[src/rtl/vram_blit_ctrl.sv]
// rtl/vram_blit_ctrl.sv - VRAM clear/scroll engine muxed onto the CPU VRAM port.
// Optional irq/irq_ack interrupt logic is enabled by defining VRAM_BLIT_IRQ_EN.
module vram_blit_ctrl #(
  parameter int COLS   = 40,
  parameter int ROWS   = 30,
  parameter int ADDR_W = 16
) (
  input  logic              cpu_clk,
  input  logic              reset,
  input  logic              cmd_valid,
  input  logic [1:0]        cmd_op,
  input  logic [7:0]        fill_data,
  output logic              cmd_ready,
  output logic              busy,
  output logic              done,
  input  logic [ADDR_W-1:0] cpu_abus,
  input  logic [7:0]        cpu_wdata,
  input  logic              cpu_we,
  output logic [7:0]        cpu_rdata,
  output logic              cpu_wait,
  output logic [ADDR_W-1:0] vram_abus,
  output logic [7:0]        vram_wdata,
  output logic              vram_we,
  input  logic [7:0]        vram_rdata
`ifdef VRAM_BLIT_IRQ_EN
  ,
  output logic              irq,
  input  logic              irq_ack
`endif
);

  localparam logic [ADDR_W-1:0] L_ONE       = ADDR_W'(1);
  localparam logic [ADDR_W-1:0] L_COLS      = ADDR_W'(COLS);
  localparam logic [ADDR_W-1:0] L_LAST      = ADDR_W'(COLS * ROWS - 1);
  localparam logic [ADDR_W-1:0] L_COPY_LAST = ADDR_W'(COLS * (ROWS - 1) - 1);

  typedef enum logic [2:0] {
    S_IDLE,
    S_CLR,
    S_SC_RD,
    S_SC_WR,
    S_SC_FILL,
    S_FIN
  } state_t;

  state_t            r_state;
  state_t            w_state_next;
  logic [ADDR_W-1:0] r_ptr;
  logic [ADDR_W-1:0] w_ptr_next;
  logic [7:0]        r_fill;
  logic              w_accept;
  logic [ADDR_W-1:0] w_dst;
  logic [ADDR_W-1:0] w_abus;
  logic [7:0]        w_wdata;
  logic              w_we;
  logic              w_busy;
  logic              w_done;

  always_ff @(posedge cpu_clk or posedge reset) begin
    if (reset) begin
      r_state <= S_IDLE;
      r_ptr   <= '0;
      r_fill  <= 8'h00;
    end else begin
      r_state <= w_state_next;
      r_ptr   <= w_ptr_next;
      if (w_accept) begin
        r_fill <= fill_data;
      end
    end
  end

  // During a scroll r_ptr is the source address; the destination trails it by one row,
  // and the bottom-row fill continues from the same pointer once it reaches the end.
  assign w_dst = r_ptr - L_COLS;

  always_comb begin
    w_state_next = r_state;
    w_ptr_next   = r_ptr;
    w_accept     = 1'b0;
    w_abus       = cpu_abus;
    w_wdata      = cpu_wdata;
    w_we         = cpu_we;
    w_busy       = 1'b0;
    w_done       = 1'b0;
    case (r_state)
      S_IDLE: begin
        if (cmd_valid && (cmd_op == 2'b01 || cmd_op == 2'b10)) begin
          w_accept = 1'b1;
          if (cmd_op == 2'b01) begin
            w_state_next = S_CLR;
            w_ptr_next   = '0;
          end else begin
            w_state_next = S_SC_RD;
            w_ptr_next   = L_COLS;
          end
        end
      end
      S_CLR: begin
        w_busy  = 1'b1;
        w_abus  = r_ptr;
        w_wdata = r_fill;
        w_we    = 1'b1;
        if (r_ptr == L_LAST) begin
          w_state_next = S_FIN;
          w_ptr_next   = '0;
        end else begin
          w_ptr_next = r_ptr + L_ONE;
        end
      end
      S_SC_RD: begin
        w_busy       = 1'b1;
        w_abus       = r_ptr;
        w_wdata      = r_fill;
        w_we         = 1'b0;
        w_state_next = S_SC_WR;
      end
      S_SC_WR: begin
        w_busy     = 1'b1;
        w_abus     = w_dst;
        w_wdata    = vram_rdata;
        w_we       = 1'b1;
        w_ptr_next = r_ptr + L_ONE;
        if (w_dst == L_COPY_LAST) begin
          w_state_next = S_SC_FILL;
        end else begin
          w_state_next = S_SC_RD;
        end
      end
      S_SC_FILL: begin
        w_busy  = 1'b1;
        w_abus  = w_dst;
        w_wdata = r_fill;
        w_we    = 1'b1;
        if (w_dst == L_LAST) begin
          w_state_next = S_FIN;
          w_ptr_next   = '0;
        end else begin
          w_ptr_next = r_ptr + L_ONE;
        end
      end
      S_FIN: begin
        w_done       = 1'b1;
        w_abus       = '0;
        w_wdata      = r_fill;
        w_we         = 1'b0;
        w_state_next = S_IDLE;
      end
      default: begin
        w_state_next = S_IDLE;
        w_ptr_next   = '0;
      end
    endcase
  end

  assign cmd_ready  = (r_state == S_IDLE);
  assign busy       = w_busy;
  assign done       = w_done;
  assign cpu_wait   = w_busy;
  assign cpu_rdata  = vram_rdata;
  assign vram_abus  = w_abus;
  assign vram_wdata = w_wdata;
  assign vram_we    = w_we;

`ifdef VRAM_BLIT_IRQ_EN
  logic r_irq;

  // A completion in the same cycle as an acknowledge must not be lost.
  always_ff @(posedge cpu_clk or posedge reset) begin
    if (reset) begin
      r_irq <= 1'b0;
    end else if (w_done) begin
      r_irq <= 1'b1;
    end else if (irq_ack) begin
      r_irq <= 1'b0;
    end
  end

  assign irq = r_irq;
`endif

endmodule
[config.mk]
export PLATFORM = sky130hd
export DESIGN_NAME = vram_blit_ctrl
export DESIGN_NICKNAME = d
export VERILOG_FILES = /design/src/rtl/vram_blit_ctrl.sv
export SDC_FILE = /design/constraint.sdc
export NUM_CORES = 1
export LEC_CHECK = 0
export BUFFER_PORTS_ARGS = -buffer_cell sky130_fd_sc_hd__buf_2
export CAP_MARGIN = 10
export CORE_AREA = 2 2 85 87
export DETAILED_ROUTE_END_ITERATION = 10
export DIE_AREA = 0 0 87 89
export PLACE_DENSITY = 0.7
export SLEW_MARGIN = 20
export SYNTH_ARGS = -nofsm -noshare
export SYNTH_HDL_FRONTEND = slang
export SYNTH_SLANG_ARGS = --single-unit
[constraint.sdc]
create_clock -name cpu_clk -period 7.2 [get_ports cpu_clk]
set_clock_uncertainty 0.2 [all_clocks]
set_input_delay 0.72 -clock cpu_clk [delete_from_list [all_inputs] [get_ports cpu_clk]]
set_output_delay 0.72 -clock cpu_clk [all_outputs]
set_load 0.01 [all_outputs]
After elaboration in Yosys (flattened, before gate mapping)
Cells that the tools add are included.
- register bits after elaboration: 27
- input port bits: 46
- $add $sub $neg: 2
- equal/unequal tests: 13
- mux-type cells: 18
- bitwise logic cells: 1
- reduce and logical (&&, ||, !) cells: 11
- operator list (operator ; number):
    $pmux W16 S5 ; 1
    $eq A16 B11 Y1 const B ; 3
    $mux W16 ; 3
    $pmux W16 S3 ; 1
    $add A16 B1 Y16 const B ; 1
    $pmux W8 S2 ; 1
    $sub A16 B6 Y16 const B ; 1
    $pmux W3 S5 ; 1
    $mux W3 ; 4
    $reduce_or A4 Y1 ; 2
    $eq A3 B2 Y1 const B ; 2
    $eq A3 B3 Y1 const B ; 2
    $mux W6 ; 1
    $reduce_or A2 Y1 ; 3
    $mux W1 ; 4
    $ne A2 B2 Y1 const B ; 2
    $eq A3 B1 Y1 const B ; 1
    $logic_not A3 Y1 ; 1
    $reduce_and A3 Y1 ; 1
    $reduce_or A3 Y1 ; 1
    $eq A2 B1 Y1 const B ; 1
    $eq A2 B2 Y1 const B ; 1
    $mux W2 ; 1
    $ne A2 B1 Y1 const B ; 1
    other kinds (5) ; 5

Longest topological paths before layout
Gate-level depths: netlist of the first run.
- depth after elaboration: 5
- gate-level depth with buffers: 12
- mapped depth without buffers: 8

Worst setup path before layout of the first run
Ideal clock, no wire load.
- kind: flip-flop to output port
- start point: reg r_ptr[3]
- end point: out vram_abus[15]
- data arrival time: 2111 ps
- data required time: 6280 ps
- path slack: 4169 ps
- stages on the path, launching flop included: 12
- path through: dfrtp_1 > buf_4 > inv_1 > ha_1 > buf_4 > nand2b_1 > buf_2 > nand4_1 > or3_1 > a32o_1 > nand2_1 > o311ai_1
- word-level cells in the longest chain between the ends: 2
- ends and longest elaborated chain (item ; RTL line ; source):
    from (decl) ; 48 ; logic [ADDR_W-1:0] r_ptr;
    from (signal assigned) ; 66 ; r_ptr <= w_ptr_next;
    $sub A16 B6 Y16 ; 75 ; assign w_dst = r_ptr - L_COLS;
    $pmux W16 S3 ; 86 ; case (r_state)
    to (decl) ; 21 ; output logic [ADDR_W-1:0] vram_abus,
No other way between the ends.

Worst setup path after layout of the first run
- start point: reg r_state[1]
- end point: out vram_abus[12]
- word-level cells in the longest chain between the ends: 3
- ends and longest elaborated chain (item ; RTL line ; source):
    from (decl) ; 46 ; state_t r_state;
    from (signal assigned) ; 65 ; r_state <= w_state_next;
    $eq A3 B3 Y1 (tied with other cells) ; 86 ;
    $reduce_or A2 Y1 (no source line) ; - ;
    $pmux W16 S3 * ; 86 ;
Every way passes the cells marked *; elsewhere a longest branch is shown, timed or not.

==> results by group, run 1 <==
Cells and area
  • Diode count: 0
  • Multi-input logic area: 2100 um2
  • Reg area: just under 700 um2
  • Post-route design area: around 3400 um2
  • # fillers: 663
  • Layout area overhead: 11.3%
  • Share of cells above drive strength 1: 26.0%
  • Nets@finish: 493

Global routing
  • Number of global-route vias before repair: 2862
  • Antenna violations before repair: 0
  • Largest net degree at the start of global routing: 51
  • GRT overflow: 0
  • First-pass GRT wire length: between 10 and 15 mm
  • Total GRT Usage: ~22%

Worst setup path
  • Critical Path End Type: output pin
  • Worst path required time: 6280 ps
  • CP Max Fanout: 27
  • Slowest-stage cell, CP: dfrtp_1
  • Crit path launch type: flip-flop
  • CP max stage delay: between 600 and 700 ps
  • CP Data Arrival Time: 2950 ps
  • Crit path kind: flip-flop to output pin
  • Cell repeated most along the worst path: buf_4
  • Cell Chain, Critical Path: buf_4 -> nor2_2 -> buf_4 -> a32oi_1 -> a22o_1 -> o31ai_1 -> buf_2

Synthesis
  • EDFF count, synth: 0
  • Avg Synthesized Cell Area: about 7.6 um2
  • Ys async rst share: 100%
  • Main synth FF type: dfrtp_1
  • Post-Syn Instances: 401
  • Syn Std Cell Area: 3060 um2
  • Post-synth net total: approximately 450
  • Yosys warns: 0
  • Count of cell types in the netlist: 60
  • Seq/Total Area, Yosys: 22.1%
  • Count of state elements after synthesis: 27

Timing
  • Slew @ Worst Pin: 993 ps
  • Final period util: between 50% and 60%
  • Final setup viols: 0
  • Fin. Hold Viols: 0
  • Setup TNS: 0 ps
  • Final slew viol count: 0
  • Relative slew margins: roughly 34%
  • Fmax: approximately 260 MHz
  • RSZ-0062 raised after global routing: false
  • Minimum clock period: 3870 ps

Detailed routing
  • DR iter-0 viols: just under 300
  • WL/cell: roughly 17 um
  • # DRC: 0
  • Post-route ant nets: 0
  • First-pass detailed-route iteration total: 5
  • Vias post-DR: 3251
  • WL final: 8.76 mm
  • Vias per cell: roughly 6.2

Clocking
  • Root buf cell: clkbuf_8
  • Post-CTS Resized: 0
  • Clock latency on the worst-skew pair: 290 ps
  • Setup bufs post-CTS: 0
  • Num CTS Buffers: 3
  • Clock transition at the registers of the reported paths: 100 ps
  • TritonCTS sink count: 27
  • H-Tree Depth: 1
  • CTS tree: yes
  • Clock Tree Buf Depth: 2
  • Post-CTS Hold Buffers: 0

Place
  • Cell area after placement: 3360 um2
  • IO Port Bufs: 82
  • Gpl congestion: 0.965
  • Dpl hpwl: about 6.4 mm

Power and ir drop
  • Maximum VDD drop: 69.1 uV
  • Pwr Density: 80.2 nW/um2
  • Pleak: 1.40 nW

Floorplan
  • Die height: a little under 90 um
  • Core area: 6720 um2
  • Boundary pin count: 83
  • Die Width: between 80 and 90 um
  • Starting Density: 45.5%
  • DIE AREA: around 7700 um2
  • Num rows: 30

Job
  • Max Cap Viol: 0

Run status
  • Status: finished clean

Worst hold path
  • Worst hold path class: input pin to async pin
[path summary, 6_finish.rpt]
path | cells past startpoint | to | from | slack, ps
hold reg to reg | 1 | r_fill[0] | r_fill[0] | 350
setup / recovery | 7 | vram_abus[12] | r_state[1] | 3330
setup reg to reg | 7 | r_ptr[8] | r_state[1] | 3730
hold / removal | 2 | r_ptr[2] | reset | 290
max in group asynchronous | 2 | r_fill[5] | reset | 6120
min in group cpu_clk | 1 | r_fill[0] | r_fill[0] | 350
[per-layer routing]
| metal | vias to the layer above | wire length, um | track usage, % |
|---|---|---|---|
| li1 | 1581 | - | - |
| met1 | 1525 | 3960 | 31.6 |
| met2 | 132 | 4070 | 34.4 |
| met3 | 13 | 589 | 1.85 |
| met4 | 0 | 137 | 8.10 |
| met5 | - | 0 | 0 |
[report_power, final]
part | switching [mW] | internal, mW | total, mW
Clock | 0.0524 | 0.0399 | 0.0923
Combinational | 0.0143 | 0.0150 | 0.0293
Sequential | 0 | 0.152 | 0.152
Total | 0.0667 | 0.206 | 0.273
[placed cells by master (no fill, tap or decap), types with 3 or more instances in the layout]
| cell type | instances |
|---|---|
| dfrtp_1 | 27 |
| o32a_1 | 5 |
| nand4_1 | 9 |
| a211oi_1 | 4 |
| mux2i_1 | 11 |
| o32ai_1 | 3 |
| xor2_1 | 3 |
| o21ai_1 | 15 |
| nand3b_1 | 3 |
| o221ai_1 | 4 |
| nor2_1 | 34 |
| mux2_2 | 9 |
| a211oi_2 | 7 |
| a32o_1 | 3 |
| nor3_1 | 11 |
| inv_1 | 6 |
| a221oi_1 | 5 |
| buf_2 | 82 |
| a21oi_1 | 24 |
| a22oi_1 | 15 |
| or3_1 | 5 |
| o211ai_1 | 5 |
| ha_1 | 4 |
| nand3_1 | 14 |
| buf_4 | 5 |
| a31oi_1 | 4 |
| mux2_1 | 8 |
| nand2b_1 | 3 |
| and3_1 | 6 |
| a32oi_1 | 5 |
| o21ai_0 | 22 |
| clkbuf_8 | 3 |
| nand2_1 | 41 |
| nor2b_1 | 3 |
| xnor2_1 | 5 |
[synthesized netlist by cell type, drive strengths merged, types with 3 or more instances]
cell type  count  area (um2)
nand2         41         154
clkbuf        24        90.1
nand2b         3        18.8
or3            5        31.3
a211oi        11         118
mux2i         11         110
buf           26         160
a31oi          4        25.0
a32o           3        30.0
dfrtp         27         676
o32ai          3        26.3
xnor2          5        43.8
a32oi          5        43.8
a22oi         15         113
xor2           3        26.3
a2111oi        3        45.1
nor2b          3        18.8
nand4          9        56.3
a221oi         5        43.8
nor3          11        55.1
a21oi         25         129
ha             4        50.1
o21ai         37         185
nor4           3        25.0
o211ai         5        37.5
inv            8        30.0
mux2          17         191
nand3         14        70.1
o32a           5        50.1
nor2          35         131
nand3b         3        22.5
and3           6        37.5
o221ai         4        35.0
[sequential cells by signal, summed over array words and instances, names as in the netlist]
register	flops
r_ptr	16
r_state	3
r_fill	8
[through the flow]
step                setup slack (ps)  std cells  total power, mW  util, %  hold WS [ps]
floorplan                       4170        401            0.168        -           305
global placement                3720        518            0.183     50.0           322
detailed placement              3680        518            0.184     50.0           335
CTS                             3370        522            0.275     50.7           327
global route                    3180        522            0.283     50.7           356
finish                          3330        522            0.273     50.7           291
[final cells by class]
class,instances,share of cell area [%]
Timing Repair Buffer,87,13.2
Inverter,8,0.882
Clock buffer,4,1.32
Multi-Input combinational cell,316,61.8
Sequential cell,27,19.9
Tap cell,80,2.94
[cell families (layout without fill, tap and decap cells)]
group	Yosys count	after routing	synth area share [%]
buffers and inverters	58	99	9.17
muxes	28	28	9.86
and+or+nand+nor	138	138	21.9
DFF	27	27	22.1
adders and majority gates	4	4	1.64
xor gates and xnor gates	8	8	2.29
AOI/OAI and AO/OA	138	138	33.1
[worst max-delay path: cells and delay by family (launching register included)]
kind | cells | cell delay (ps)
AO/OA/AOI/OAI | 3 | 480
flip-flops | 1 | 650
AND/OR/NAND/NOR | 1 | 570
buffers and inverters | 3 | 960
(Power assumes the default switching activity.)
==> run 2, diff against run 1 <==
--- a/config.mk
+++ b/config.mk
@@ -5,12 +5,13 @@
 export SDC_FILE = /design/constraint.sdc
 export NUM_CORES = 1
 export LEC_CHECK = 0
+export ABC_AREA = 1
 export BUFFER_PORTS_ARGS = -buffer_cell sky130_fd_sc_hd__buf_2
 export CAP_MARGIN = 10
-export CORE_AREA = 2 2 85 87
+export CORE_AREA = 2 2 77 79
 export DETAILED_ROUTE_END_ITERATION = 10
-export DIE_AREA = 0 0 87 89
-export PLACE_DENSITY = 0.7
+export DIE_AREA = 0 0 79 81
+export PLACE_DENSITY = 0.72
 export SLEW_MARGIN = 20
 export SYNTH_ARGS = -nofsm -noshare
 export SYNTH_HDL_FRONTEND = slang
==> constraint.sdc (replaced) <==
create_clock -name cpu_clk -period 3.8 [get_ports cpu_clk]
set_clock_uncertainty 0.2 [all_clocks]
set_input_delay 0.38 -clock cpu_clk [delete_from_list [all_inputs] [get_ports cpu_clk]]
set_output_delay 0.38 -clock cpu_clk [all_outputs]
set_load 0.01 [all_outputs]
==> run 2 against run 1 <==
Effect of this change: the flow now finishes with violations (negative hold slack); worst hold slack lost 340 ps; register-to-register slack got worse by 2400 ps; via count shrank 21%; routed wire length decreased by 24%; worst setup slack worse by 2600 ps; flip-flop and latch count stayed put.
==> results by group, run 2 <==
Run status
  • Status: finished, violations left
  • Failing checks: negative hold slack

Worst setup path
  • Crit path launch type: flip-flop
  • Worst path required time: 3220 ps (-3060 ps)
  • Worst Reg-to-Reg Cells: 15 (+8)
  • R2R setup slack: 1310 ps (-2420 ps)
  • Crit path kind: flip-flop to output pin
  • CP Data Arrival Time: 2460 ps (-490 ps)
  • Critical Path End Type: output pin
  • CP Max Fanout: 13 (-52%)

Power and ir drop
  • Sequential share of power: 22.4% (-33 points)
  • Pwr Density: 691 nW/um2 (+760%)
  • Pleak: 1.64 nW (+17%)
  • Cell Int Power: 0.946 mW (+360%)
  • Maximum VDD drop: 512 uV (+640%)
  • Tot Pwr: 2.01 mW (+630%)
  • Comb power frac: 69.0% (+58 points)
  • Switching fraction of total power: 52.8% (+28 points)
  • Clk network pwr share: 8.6% (-25 points)
  • Switching pwr: 1.06 mW (+1500%)

Synthesis
  • Post-synth net total: 412 (-8.6%)
  • Seq/Total Area, Yosys: 27.5% (+5.4 points)
  • Cell with the most instances after synthesis: nand2_1
  • Adder-Cell Fraction of Synth Area: 2.04% (+0.40 points)
  • Synth Area in XOR/XNOR: 3.21% (+0.92 points)
  • Yosys warns: 0 (unchanged)
  • Count of state elements after synthesis: 27 (unchanged)
  • Main synth FF type: dfrtp_1
  • Avg Synthesized Cell Area: 6.79 um2 (-11%)
  • Mux cell area share after synthesis: 3.67% (-6.2 points)
  • Simple-gate portion of the synthesized area: 38.2% (+16 points)
  • Main area contributors after synthesis: dfrtp_1 (27%), nand2_1 (17%), inv_1 (6.4%)
  • Ys async rst share: 100% (unchanged)
  • Post-synth top area share: 27.5% (+5.4 points)
  • Syn Std Cell Area: 2460 um2 (-20%)
  • Post-synth top area cell: dfrtp_1
  • Post-Syn Instances: 362 (-9.7%)
  • Synth top cells by count: nand2_1 (109), inv_1 (42), dfrtp_1 (27)
  • Synth Area in Compound Gates: 12.8% (-20 points)
  • Count of cell types in the netlist: 32 (-47%)
  • Largest family of logic cells by synthesized area: simple AND/OR/NAND/NOR gates
  • EDFF count, synth: 0 (unchanged)

Cells and area
  • Post-route design area: 2900 um2 (-15%)
  • Most flops, register: r_ptr
  • Multi-input logic area: 1470 um2 (-30%)
  • Reg area: 676 um2 (unchanged)
  • Max FFs per register: 16 (unchanged)
  • Commonest non-fill, non-tap cell in the layout: nand2_1
  • Commonest cells after routing, fill and taps aside: nand2_1 (109), buf_2 (82), inv_1 (41), dfrtp_1 (27), nor2_1 (25)
  • Regs by FF count: r_ptr: 16 flops, r_fill: 8 flops, r_state: 3 flops
  • # fillers: 599 (-9.7%)
  • Nets@finish: 483 (-2.0%)
  • Layout area overhead: 18.1%
  • Share of cells above drive strength 1: 32.6% (+6.6 points)
  • Final Util: 51.1% (+0.49 points)
  • Non-Filler Instances: 507 (-2.9%)
  • Diode count: 0 (unchanged)

Clocking
  • Clock latency on the worst-skew pair: 270 ps (-20 ps)
  • CTS tree: yes
  • Num CTS Buffers: 3 (unchanged)
  • H-Tree Depth: 1 (unchanged)
  • Setup bufs post-CTS: 0 (unchanged)
  • Root buf cell: clkbuf_8
  • Clock Tree Buf Depth: 2 (unchanged)
  • Post-CTS Resized: 0 (unchanged)
  • Clock transition at the registers of the reported paths: 100 ps (about the same)
  • TritonCTS sink count: 27 (unchanged)
  • Post-CTS Hold Buffers: 0 (unchanged)

Floorplan
  • Starting Density: 43.3% (-2.2 points)
  • Num rows: 28 (-6.7%)
  • DIE AREA: 6400 um2 (-17%)
  • Die height: 81 um (-9.0%)
  • Boundary pin count: 83 (unchanged)
  • Die Width: 79 um (-9.2%)
  • Core area: 5680 um2 (-16%)

Detailed routing
  • WL/cell: 13.1 um (-22%)
  • DR iter-0 viols: 163 (-45%)
  • WL final: 6.62 mm (-24%)
  • First-pass detailed-route iteration total: 4 (-1)
  • Post-route ant nets: 0 (unchanged)
  • Vias post-DR: 2567 (-21%)
  • Vias per cell: 5.06 (-19%)
  • # DRC: 0 (unchanged)

Timing
  • Fmax: 329 MHz
  • Slew @ Worst Pin: 598 ps (-394 ps)
  • Setup TNS: 0 ps (unchanged)
  • Relative slew margins: 60.1% (+26 points)
  • Fin. Hold Viols: 27 (+27)
  • RSZ-0062 raised after global routing: false
  • Minimum clock period: 3040 ps
  • Hold WS: -45.8 ps (-337 ps)
  • Final setup viols: 0 (unchanged)
  • Final period util: 79.9%
  • Final slew viol count: 0 (unchanged)

Place
  • Dpl hpwl: 5.15 mm (-19%)
  • IO Port Bufs: 82 (unchanged)
  • Dpl cells: 503 (-2.9%)
  • Gpl congestion: 0.968 (+0.31%)
  • Cell area after placement: 2850 um2 (-15%)

Global routing
  • Antenna violations before repair: 0 (unchanged)
  • Total GRT Usage: 21.3% (-0.68 points)
  • First-pass GRT wire length: 10.9 mm (-21%)
  • Number of global-route vias before repair: 2327 (-19%)
  • GRT overflow: 0 (unchanged)
  • Largest net degree at the start of global routing: 28 (-45%)

Worst hold path
  • Worst hold path class: input pin to async pin

Job
  • Max Cap Viol: 0 (unchanged)
run 2: logic make-up (layout without fill, tap and decap cells):
logic type      count (synthesis)  in the layout
compound gates                 42             42
xor+xnor                        9              9
fa+ha+maj                       4              4
buf+inv                        68            138
flops                          27             27
mux                             8              8
simple gates                  204            204
run 2: area by class of cell:
cell class / instances / area share [%]
Inverter: 50 / 6.47
Multi-Input combinational cell: 267 / 50.7
Sequential cell: 27 / 23.3
Clock buffer: 3 / 1.42
Clock inverter: 1 / 0.259
Timing Repair Buffer: 84 / 14.7
Tap cell: 75 / 3.23
run 2: critical path, cell delays in order (launching register included):
cell and delay [ps]:
dfrtp_1 430, nor2_1 230, nor2_1 150, a21oi_1 160, inv_2 110, nor2_2 480
buf_4 300, nand2_1 70, o211ai_1 90, buf_2 170
run 2: routing by layer:
metal	up-vias	part of all wire [%]	GRT usage, %
li1	1306	-	-
met1	1169	46	28.8
met2	84	47	36.3
met3	8	5.6	2.22
met4	0	1.2	5.86
met5	-	0	0
run 2: final timing paths:
check	start	to
max in group asynchronous	reset	r_fill[6]
min in group cpu_clk	fill_data[5]	r_fill[5]
setup / recovery	r_state[1]	vram_abus[3]
hold reg to reg	r_fill[1]	r_fill[1]
setup reg to reg	r_ptr[3]	r_ptr[12]
hold / removal	reset	r_ptr[1]
run 2: metrics by stage:
step / hold slack, ps / setup slack (ps)
finish: -45.8 / 763
global route: 3.07 / 569
CTS: 129 / 810
detailed placement: 297 / 1140
global placement: 292 / 1160
floorplan: 233 / 1630
run 2: power groups by stage:
stage / clock (mW) / sequential [mW] / combinational (mW)
after floorplan: 0 / 0.424 / 0.988
after global placement: 0 / 0.449 / 1.36
after detailed placement: 0 / 0.452 / 1.37
after CTS: 0.175 / 0.447 / 1.38
after global routing: 0.185 / 0.460 / 1.56
final: 0.173 / 0.449 / 1.38
